## src/rtl/mpram_rdw_pkg.sv

```systemverilog
// Shared definitions for the mpram_rdw multi-port register file.
//  - clr_state_e : post-reset clear engine states
//  - addr_width  : address width for a given depth, never less than 1 bit
package mpram_rdw_pkg;

   typedef enum logic {
      StClear = 1'b0,
      StReady = 1'b1
   } clr_state_e;

   function automatic int unsigned addr_width(input int unsigned memd);
      return (memd <= 2) ? 1 : $clog2(memd);
   endfunction

endpackage

```

## src/rtl/mpram_rdw_wmerge.sv

```systemverilog
// Combinational byte-wise priority merge of all write ports onto one word.
// Ports:
//  old_word  in   DATAW       current contents of the word
//  wenb      in   NWP         write enables (already gated by the caller)
//  wbe       in   NWP*NBE     byte enables, port i at [i*NBE +: NBE]
//  waddr     in   NWP*ADDRW   write addresses
//  wdata     in   NWP*DATAW   write data
//  addr      in   ADDRW       address of the word being merged
//  new_word  out  DATAW       merged word (old bytes kept where nobody writes)
//  hit       out  1           at least one byte written
//  loss      out  NWP         port i had a byte overridden by a higher port
module mpram_rdw_wmerge
   import mpram_rdw_pkg::*;
#(
   parameter int unsigned DATAW = 32,
   parameter int unsigned BYTEW = 8,
   parameter int unsigned NWP   = 2,
   parameter int unsigned ADDRW = 4
) (
   input  logic [DATAW-1:0]               old_word,
   input  logic [NWP-1:0]                 wenb,
   input  logic [NWP*(DATAW/BYTEW)-1:0]   wbe,
   input  logic [NWP*ADDRW-1:0]           waddr,
   input  logic [NWP*DATAW-1:0]           wdata,
   input  logic [ADDRW-1:0]               addr,
   output logic [DATAW-1:0]               new_word,
   output logic                           hit,
   output logic [NWP-1:0]                 loss
);

   localparam int unsigned NBE = DATAW / BYTEW;

   logic [NWP-1:0][NBE-1:0] sel;
   logic                    taken;

   always_comb begin
      for (int i = 0; i < NWP; i++) begin
         for (int b = 0; b < NBE; b++) begin
            sel[i][b] = wenb[i] & wbe[i*NBE + b] & (waddr[i*ADDRW +: ADDRW] == addr);
         end
      end
   end

   // Walk ports from highest to lowest: the first selected port owns the
   // byte, every later selected port has lost it.
   always_comb begin
      new_word = old_word;
      hit      = 1'b0;
      loss     = '0;
      taken    = 1'b0;
      for (int b = 0; b < NBE; b++) begin
         taken = 1'b0;
         for (int i = NWP - 1; i >= 0; i--) begin
            if (sel[i][b]) begin
               if (taken) begin
                  loss[i] = 1'b1;
               end else begin
                  new_word[b*BYTEW +: BYTEW] = wdata[i*DATAW + b*BYTEW +: BYTEW];
                  taken = 1'b1;
               end
            end
         end
         hit = hit | taken;
      end
   end

endmodule

```

## src/rtl/mpram_rdw.sv

```systemverilog
// Multi-port register file with byte enables, write priority, optional
// read-during-write bypass, optional output register and post-reset clear.
// Ports:
//  clk, rst_n  clock (rising edge), asynchronous active-low reset
//  WEnb/WBe/WAddr/WData  write ports, higher index wins on shared bytes
//  REnb/RAddr            read ports
//  RData/RValid          read data and valid, latency 1+OREG
//  WConf                 registered per-port "lost a byte" flag
//  Busy                  clear engine running, all accesses ignored
module mpram_rdw
   import mpram_rdw_pkg::*;
#(
   parameter int unsigned MEMD        = 16,
   parameter int unsigned DATAW       = 32,
   parameter int unsigned BYTEW       = 8,
   parameter int unsigned nRPORTS     = 3,
   parameter int unsigned nWPORTS     = 2,
   parameter int unsigned BYPASS      = 1,
   parameter int unsigned OREG        = 0,
   parameter int unsigned INIT_ON_RST = 1,
   localparam int unsigned ADDRW      = addr_width(MEMD),
   localparam int unsigned NBE        = DATAW / BYTEW
) (
   input  logic                       clk,
   input  logic                       rst_n,
   input  logic [nWPORTS-1:0]         WEnb,
   input  logic [nWPORTS*NBE-1:0]     WBe,
   input  logic [nWPORTS*ADDRW-1:0]   WAddr,
   input  logic [nWPORTS*DATAW-1:0]   WData,
   input  logic [nRPORTS-1:0]         REnb,
   input  logic [nRPORTS*ADDRW-1:0]   RAddr,
   output logic [nRPORTS*DATAW-1:0]   RData,
   output logic [nRPORTS-1:0]         RValid,
   output logic [nWPORTS-1:0]         WConf,
   output logic                       Busy
);

   clr_state_e        state_q, state_d;
   logic [ADDRW-1:0]  cnt_q, cnt_d;
   logic              ready;
   logic [DATAW-1:0]  mem_q [MEMD];

   assign ready = (state_q == StReady);
   assign Busy  = ~ready;

   // Clear engine
   always_comb begin
      state_d = state_q;
      cnt_d   = cnt_q;
      unique case (state_q)
         StClear: begin
            if (32'(cnt_q) == MEMD - 1) begin
               state_d = StReady;
               cnt_d   = '0;
            end else begin
               cnt_d = cnt_q + 1'b1;
            end
         end
         StReady: state_d = StReady;
         default: state_d = StReady;
      endcase
   end

   always_ff @(posedge clk or negedge rst_n) begin
      if (!rst_n) begin
         state_q <= (INIT_ON_RST != 0) ? StClear : StReady;
         cnt_q   <= '0;
      end else begin
         state_q <= state_d;
         cnt_q   <= cnt_d;
      end
   end

   // Writes and reads are simply masked while the clear engine runs
   logic [nWPORTS-1:0] wenb_g;
   logic [nRPORTS-1:0] renb_g;
   assign wenb_g = ready ? WEnb : '0;
   assign renb_g = ready ? REnb : '0;

   // Write commit: one merge per word. Words outside 0..MEMD-1 have no
   // instance, so out-of-range writes never hit and never count as conflicts.
   logic [DATAW-1:0]   commit_word [MEMD];
   logic [MEMD-1:0]    commit_hit;
   logic [nWPORTS-1:0] commit_loss [MEMD];

   for (genvar a = 0; a < MEMD; a++) begin : g_word
      mpram_rdw_wmerge #(
         .DATAW (DATAW),
         .BYTEW (BYTEW),
         .NWP   (nWPORTS),
         .ADDRW (ADDRW)
      ) u_wmerge (
         .old_word (mem_q[a]),
         .wenb     (wenb_g),
         .wbe      (WBe),
         .waddr    (WAddr),
         .wdata    (WData),
         .addr     (ADDRW'(a)),
         .new_word (commit_word[a]),
         .hit      (commit_hit[a]),
         .loss     (commit_loss[a])
      );
   end

   always_ff @(posedge clk) begin
      for (int a = 0; a < MEMD; a++) begin
         if (!ready && (cnt_q == ADDRW'(a))) begin
            mem_q[a] <= '0;
         end else if (commit_hit[a]) begin
            mem_q[a] <= commit_word[a];
         end
      end
   end

   logic [nWPORTS-1:0] wconf_d, wconf_q;

   always_comb begin
      wconf_d = '0;
      for (int a = 0; a < MEMD; a++) begin
         wconf_d = wconf_d | commit_loss[a];
      end
   end

   always_ff @(posedge clk or negedge rst_n) begin
      if (!rst_n) wconf_q <= '0;
      else        wconf_q <= wconf_d;
   end

   assign WConf = wconf_q;

   // Read path: stage-1 word per port, bypassed through a merge if enabled
   logic [nRPORTS-1:0][DATAW-1:0] rd_word;

   for (genvar r = 0; r < nRPORTS; r++) begin : g_rd
      logic [ADDRW-1:0] ra;
      logic             in_range;
      logic [DATAW-1:0] old_word;

      assign ra       = RAddr[r*ADDRW +: ADDRW];
      assign in_range = (32'(ra) < MEMD);
      assign old_word = in_range ? mem_q[ra] : '0;

      if (BYPASS != 0) begin : g_byp
         logic [DATAW-1:0]   merged;
         logic               unused_hit;
         logic [nWPORTS-1:0] unused_loss;

         mpram_rdw_wmerge #(
            .DATAW (DATAW),
            .BYTEW (BYTEW),
            .NWP   (nWPORTS),
            .ADDRW (ADDRW)
         ) u_bypass (
            .old_word (old_word),
            .wenb     (wenb_g),
            .wbe      (WBe),
            .waddr    (WAddr),
            .wdata    (WData),
            .addr     (ra),
            .new_word (merged),
            .hit      (unused_hit),
            .loss     (unused_loss)
         );

         // An out-of-range write address may match an out-of-range read
         assign rd_word[r] = in_range ? merged : '0;
      end else begin : g_nobyp
         assign rd_word[r] = old_word;
      end
   end

   logic [nRPORTS-1:0][DATAW-1:0] rdata1_q;
   logic [nRPORTS-1:0]            rvalid1_q;

   always_ff @(posedge clk or negedge rst_n) begin
      if (!rst_n) begin
         rdata1_q  <= '0;
         rvalid1_q <= '0;
      end else begin
         rvalid1_q <= renb_g;
         for (int r = 0; r < nRPORTS; r++) begin
            if (renb_g[r]) rdata1_q[r] <= rd_word[r];
         end
      end
   end

   if (OREG != 0) begin : g_oreg
      logic [nRPORTS-1:0][DATAW-1:0] rdata2_q;
      logic [nRPORTS-1:0]            rvalid2_q;

      always_ff @(posedge clk or negedge rst_n) begin
         if (!rst_n) begin
            rdata2_q  <= '0;
            rvalid2_q <= '0;
         end else begin
            rvalid2_q <= rvalid1_q;
            for (int r = 0; r < nRPORTS; r++) begin
               if (rvalid1_q[r]) rdata2_q[r] <= rdata1_q[r];
            end
         end
      end

      assign RData  = rdata2_q;
      assign RValid = rvalid2_q;
   end else begin : g_noreg
      assign RData  = rdata1_q;
      assign RValid = rvalid1_q;
   end

endmodule
```

## config.mk

```make
export PLATFORM = sky130hd
export DESIGN_NAME = mpram_rdw
export DESIGN_NICKNAME = d
export VERILOG_FILES = /design/src/rtl/mpram_rdw_pkg.sv /design/src/rtl/mpram_rdw_wmerge.sv /design/src/rtl/mpram_rdw.sv
export SDC_FILE = /design/constraint.sdc
export NUM_CORES = 2
export LEC_CHECK = 0
export ABC_AREA = 1
export CAP_MARGIN = 25
export CELL_PAD_IN_SITES_DETAIL_PLACEMENT = 1
export CELL_PAD_IN_SITES_GLOBAL_PLACEMENT = 1
export CORE_MARGIN = 2
export CORE_UTILIZATION = 35
export DETAILED_ROUTE_END_ITERATION = 6
export GPL_TIMING_DRIVEN = 0
export PLACE_DENSITY_LB_ADDON = 0.1
export SLEW_MARGIN = 20
export SYNTH_ARGS = -nofsm -noshare
export SYNTH_HDL_FRONTEND = slang
export SYNTH_SLANG_ARGS = --single-unit
```

## constraint.sdc

```tcl
create_clock -name clk -period 3.4 [get_ports clk]
set_clock_uncertainty 0.1 [all_clocks]
set_input_delay 0.68 -clock clk [delete_from_list [all_inputs] [get_ports clk]]
set_output_delay 0.68 -clock clk [all_outputs]
set_load 0.05 [all_outputs]
```

After elaboration in Yosys (flattened, before gate mapping)
Memory sizes are Yosys's and may differ from the RTL's.
Index checks and enable logic that the tools add are counted.
{"block": "totals", "register_bits": 105, "mem_bits_rw": 512, "out_inout_bits": 102, "n_memories": 1}
{"block": "op_classes", "add_sub_neg": 1, "n_eq_ne": 51, "mux": 597, "bitwise": 240, "reduce_logical": 20}
{"memory": "mem_q", "words": 16, "word_bits": 32, "rd": 19, "rd_clocked_by_memory_dff": 0, "wr": 16, "line": "mpram_rdw.sv:41", "source": "logic [DATAW-1:0] mem_q [MEMD];"}
{"op": "8-bit two-way mux", "n": 228}
{"op": "32-bit two-way mux", "n": 16}
{"op": "1-bit two-way mux", "n": 349}
{"op": "1-bit AND", "n": 160}
{"op": "4-bit equality test, second input constant", "n": 24}
{"op": "1-bit bitwise OR", "n": 79}
{"op": "4-bit by 3-bit equality test with 1-bit output, second input constant", "n": 12}
{"op": "4-bit by 2-bit equality test with 1-bit output, second input constant", "n": 6}
{"op": "4-bit equality test", "n": 6}
{"op": "1-bit logical AND", "n": 16}
{"op": "4-bit by 1-bit equality test with 1-bit output, second input constant", "n": 3}
{"op": "4-bit zero test", "n": 3}
{"op": "4-bit by 1-bit adder with 4-bit output, second input constant", "n": 1}
{"op": "4-bit two-way mux", "n": 1}
{"op": "3-bit two-way mux", "n": 1}
{"op": "2-bit two-way mux", "n": 1}
{"op": "1-bit one-hot mux with 2 select lines", "n": 1}
{"op": "1-bit zero test", "n": 1}
{"op": "1-bit inverter", "n": 1}

Longest topological paths before layout
{"block": "logic_depth", "ltp_word": 27, "mapped_depth": 13, "mapped_depth_nobuf": 12}

Modules after synthesis
Synthesis repeated with hierarchy kept, for this count alone.
{"block": "hier_totals", "cells_unflattened": 11940, "area_unflattened_um2": 68099.1}
{"mod": "mpram_rdw", "instances": 1, "cells_each": 5936, "area_each_um2": 40641.5, "seq_area_each_um2": 18027.3}
{"mod": "mpram_rdw_wmerge", "instances": 19, "cells_each": 316, "area_each_um2": 1445.1, "seq_area_each_um2": 0.0}

Worst setup path after synthesis
OpenSTA, ideal clock, no wires.
{"block": "synth_path", "kind": "register -> register", "start": "register state_q (netlist: ready)", "end": "memory mem_q[10][0], enable pin", "t_arrival_ns": 3.275, "required_time_ns": 2.834, "setup_slack_ns": -0.441, "path_stages_with_launch": 5, "path_buffers": 1, "synth_period_minus_slack_ns": 3.841, "path_cell_list": "dfrtp_1 -> buf_6 -> clkinv_1 -> nand2_1 -> o21ai_0"}
{"element": "start: declaration", "line": "mpram_rdw.sv:38", "source": "clr_state_e state_q, state_d;"}
{"element": "start signal: assignment", "line": "mpram_rdw.sv:66", "source": "state_q <= (INIT_ON_RST != 0) ? StClear : StReady;"}
{"element": "start signal: assignment", "line": "mpram_rdw.sv:69", "source": "state_q <= state_d;"}
{"element": "end: declaration", "line": "mpram_rdw.sv:41"}

Worst setup path after layout
{"block": "layout_path", "start": "input RAddr[1]", "end": "register rdata1_q, in the netlist RData[22]"}
{"block": "layout_between", "elab_chain_cells": 5}
{"element": "start: declaration", "line": "mpram_rdw.sv:31", "source": "input logic [nRPORTS*ADDRW-1:0] RAddr,"}
{"element": "branches (longest 4 deep; another with memory 16 x 32 bit)"}
{"element": "8-bit two-way mux *", "line": "mpram_rdw_wmerge.sv:54", "source": "if (sel[i][b]) begin"}
{"element": "end signal: indexed assignment", "line": "mpram_rdw.sv:182", "source": "if (renb_g[r]) rdata1_q[r] <= rd_word[r];"}
{"element": "end: declaration", "line": "mpram_rdw.sv:172", "source": "logic [nRPORTS-1:0][DATAW-1:0] rdata1_q;"}
Every way passes the cells marked *.
A chain may end at the register's enable or synchronous reset.

==> flow_summary_export.csv <==
group,metric,value,unit
outcome,status,"complete, but fails checks",
outcome,violations,"setup timing",
grt,antenna_found_initial,38,
timing,period_minus_slack,3.58,ns
floorplanning,fp.dieH,383,um
critical_path,crit_type,"input pin to flip-flop",
power,fin_total_pwr,25300,uW
synth,ys_ff_latch,617,
floorplanning,die_area,146000,um2
synth,synth_compound_area_share,23.7,%
cts,numCtsBuffers,82,
cts,clkTransAtPathRegs,0.06,ns
drt,wl_per_cell,37.5,um
critical_path,crit_path_start_kind,"input pin",
synth,ys_top_cells_by_area,"edfxtp_1, nand2_1, o211ai_1, o21ai_0, nand3_1",
synth,ys_types,38,
hold_path,hold_depth,2,
synth,synth_top_area_share,30.6,%
timing,rsz0062_at_grt,"false",
timing,maxSlewViolCount,0,
drt,ant_nets,0,
synth,synth_area,50200,um2
timing,setup_ws,-0.177,ns
synth,synthXorXnorAreaFrac,0.419,%
drt,routed_wl,364000,um
timing,hold_violations,0,
power,leakage,0.0237,uW
hold_path,min_to,"RData[59]",
cells_and_area,layout_commonest_cell,"nand2_1",
floorplanning,fp.dieW,383,um
synth,synth_mux_area_share,0,%
drt,drtIter0Drc,9732,
grt,grt_overflow,0,
cells_and_area,areaGrowthSynthToFinish,16.1,%
hold_path,hp-class,"flip-flop to flip-flop",
synth,syn_area_per_cell,6.77,um2
critical_path,rrSetupSlack,-0.09,ns
critical_path,crit_required,3.95,ns
synth,synth_fa_ha_area_share,0.0997,%
synth,synth_top_family_by_area,"simple AND/OR/NAND/NOR gates",
hold_path,hp-start,"RData[59]",
cts,clock-sinks,617,
place,port_buffers,158,
cells_and_area,layout_common_cells,"nand2_1, o21ai_0, nand3_1",
synth,yosys.area_share.simple,30.7,%
timing,tightest_slew,1.23,ns
place,dp_hpwl,296000,um
cts,htreeDepth,3,
run,cap_violations,0,
place,place_congestion,1.07,
timing,setup_violations,140,
cts,clockBufferDepth,3,
synth,synth_seq_area_share,35.9,%
grt,grt_pass1_vias,59900,
critical_path,reg2reg_to,"mem_q[6][25]",
synth,yosys.area.top_type,"edfxtp_1",
power,comb_power_share,27.4,%
grt,grt_usage,48.1,%
synth,synthCells,7410,
drt,via_per_inst,6.49,
timing,relSlewSlack,18.0,%
floorplanning,rows,138,
power,swShare,38.5,%
critical_path,crit-reg2reg-launch,"ready",
drt,vias,62900,
power,power.density,435,nW/um2
power,p_int,15600,uW
critical_path,cp-end-kind,"flip-flop",
cells_and_area,drive_gt1_share,8.95,%
power,ir_worst_vdd,393,uV
critical_path,worstRegToRegCells,9,
drt,drc,0,
cts,clock_latency,0.74,ns
cts,cts-root-buf,"clkbuf_16",
drt,first_pass_iters,6,
floorplanning,core_area,142000,um2
floorplanning,initial_utilization,35.4,%
power,switchingPower,9740,uW
power,p_clk_share,36.6,%
timing,fmaxAchievable,280,MHz
floorplanning,ios,201,
grt,grt_pass1_wl,489000,um
timing,finalCritPeriodShare,105,%
critical_path,cp_max_fo,10,
critical_path,critical_path_arrival,4.13,ns
synth,yosys_warnings,0,
cells_and_area,nets,7812,
cells_and_area,final_core_util,41.0,%
grt,grt_max_degree,55,
synth,synth_fp_nets,7513,
power,seq_power_share,36.0,%
cts,tritoncts,"yes",
-- through the flow --
stage | TNS, ns | instance area [um2] | hold WS (ns) | instances | setup WS, ns
4_1_cts | 0 | 58000 | 0.369 | 9654 | 0.00154
3_3_place_gp | -1896.28 | 54100 | 0.365 | 9458 | -3.83
6_report | -5.66 | 58200 | 0.383 | 9691 | -0.177
5_1_grt | 0 | 58200 | 0.407 | 9669 | 0.000183
3_5_place_dp | -534.30 | 55100 | 0.365 | 9498 | -1.19
2_1_floorplan | -112.88 | 50200 | 0.284 | 7410 | -0.441
-- cell usage after synthesis, drive strengths merged --
cell,n
ha,4
clkinv,1
inv,490
a21oi,668
a211oi,8
edfxtp,512
o21ai,781
xor2,12
nor3,215
buf,329
nand4,36
clkbuf,276
conb,1
nand2,1913
or2,17
dfrtp,105
o211ai,587
xnor2,12
nor2,737
nand3,679
o22ai,27
-- sequential cells by signal, indices dropped and copies added (netlist names) --
name    cells
RValid      3
mem_q     512
cnt_q       4
ready       1
RData      96
WConf       1
-- timing repair --
action                                  in CTS  in global routing
resized for setup                           27                 28
gates cloned                                 0                  0
hold buffers                                 1                  0
pin swaps                                    4                  1
buffers inserted                             2                  3
hold endpoints to repair                    51                  0
endpoints found under the setup margin     356                217
-- metal layers --
layer  vias to the layer above  track usage [%]  part of all wire [%]
met5                         -                0                 0.034
met4                        20             29.2                   7.1
met3                       955             16.1                    13
met2                      4479             68.8                    41
met1                     31200             62.2                    39
li1                      26200                -                     -
-- worst max-delay path, stage by stage --
cell and delay, ns:
clkdlybuf4s50_1 0.57, inv_1 0.25, clkbuf_1 0.74, buf_1 0.81
nand3_1 0.18, nand3_1 0.18, nand2_1 0.17, nand2_1 0.11
nand3_1 0.08, nand2_1 0.07, nand2_1 0.15, nand2_1 0.10
-- cell type report --
type                    count  area [um2]
fillers                 18300       83700
multi-input cells        5697       27800
flip-flops and latches    617       18000
plain buffers             605        2860
repair buffers            215        2540
clock buffers             117        2370
well taps                1890        2360
inverters                 491        1850
clock inverters            36         367
diodes                     23        57.6
-- cells by family (layout without fill, tap and decap cells) --
logic type | count (synthesis) | count (layout)
adders and majority gates | 4 | 4
AOI/OAI and AO/OA | 2071 | 2071
buffers and inverters | 1096 | 1464
and+or+nand+nor | 3597 | 3597
DFF | 617 | 617
other | 1 | 24
xor gates and xnor gates | 24 | 24
-- worst max-delay path by stage --
| stage | start | to | slack, ns | cells after the start |
|---|---|---|---|---|
| floorplan | ready | mem_q[10][0] | -0.44 | 4 |
| global placement | rst_n | RData[68] | -3.83 | 1 |
| detailed placement | WEnb[1] | mem_q[14][28] | -1.19 | 9 |
| CTS | RAddr[8] | RData[81] | 0.002 | 12 |
| global route | ready | mem_q[11][26] | 0.0002 | 9 |
| finish | RAddr[1] | RData[22] | -0.18 | 12 |
-- power groups by stage --
stage,sequential (uW),combinational [uW],clock [uW]
2_1_floorplan,9690,2800,0
3_3_place_gp,9260,6260,0
3_5_place_dp,9230,6500,0
4_1_cts,9080,6540,9210
5_1_grt,9130,7060,9450
6_report,9110,6940,9270
Note: power is estimated with default switching activity, not from simulation.
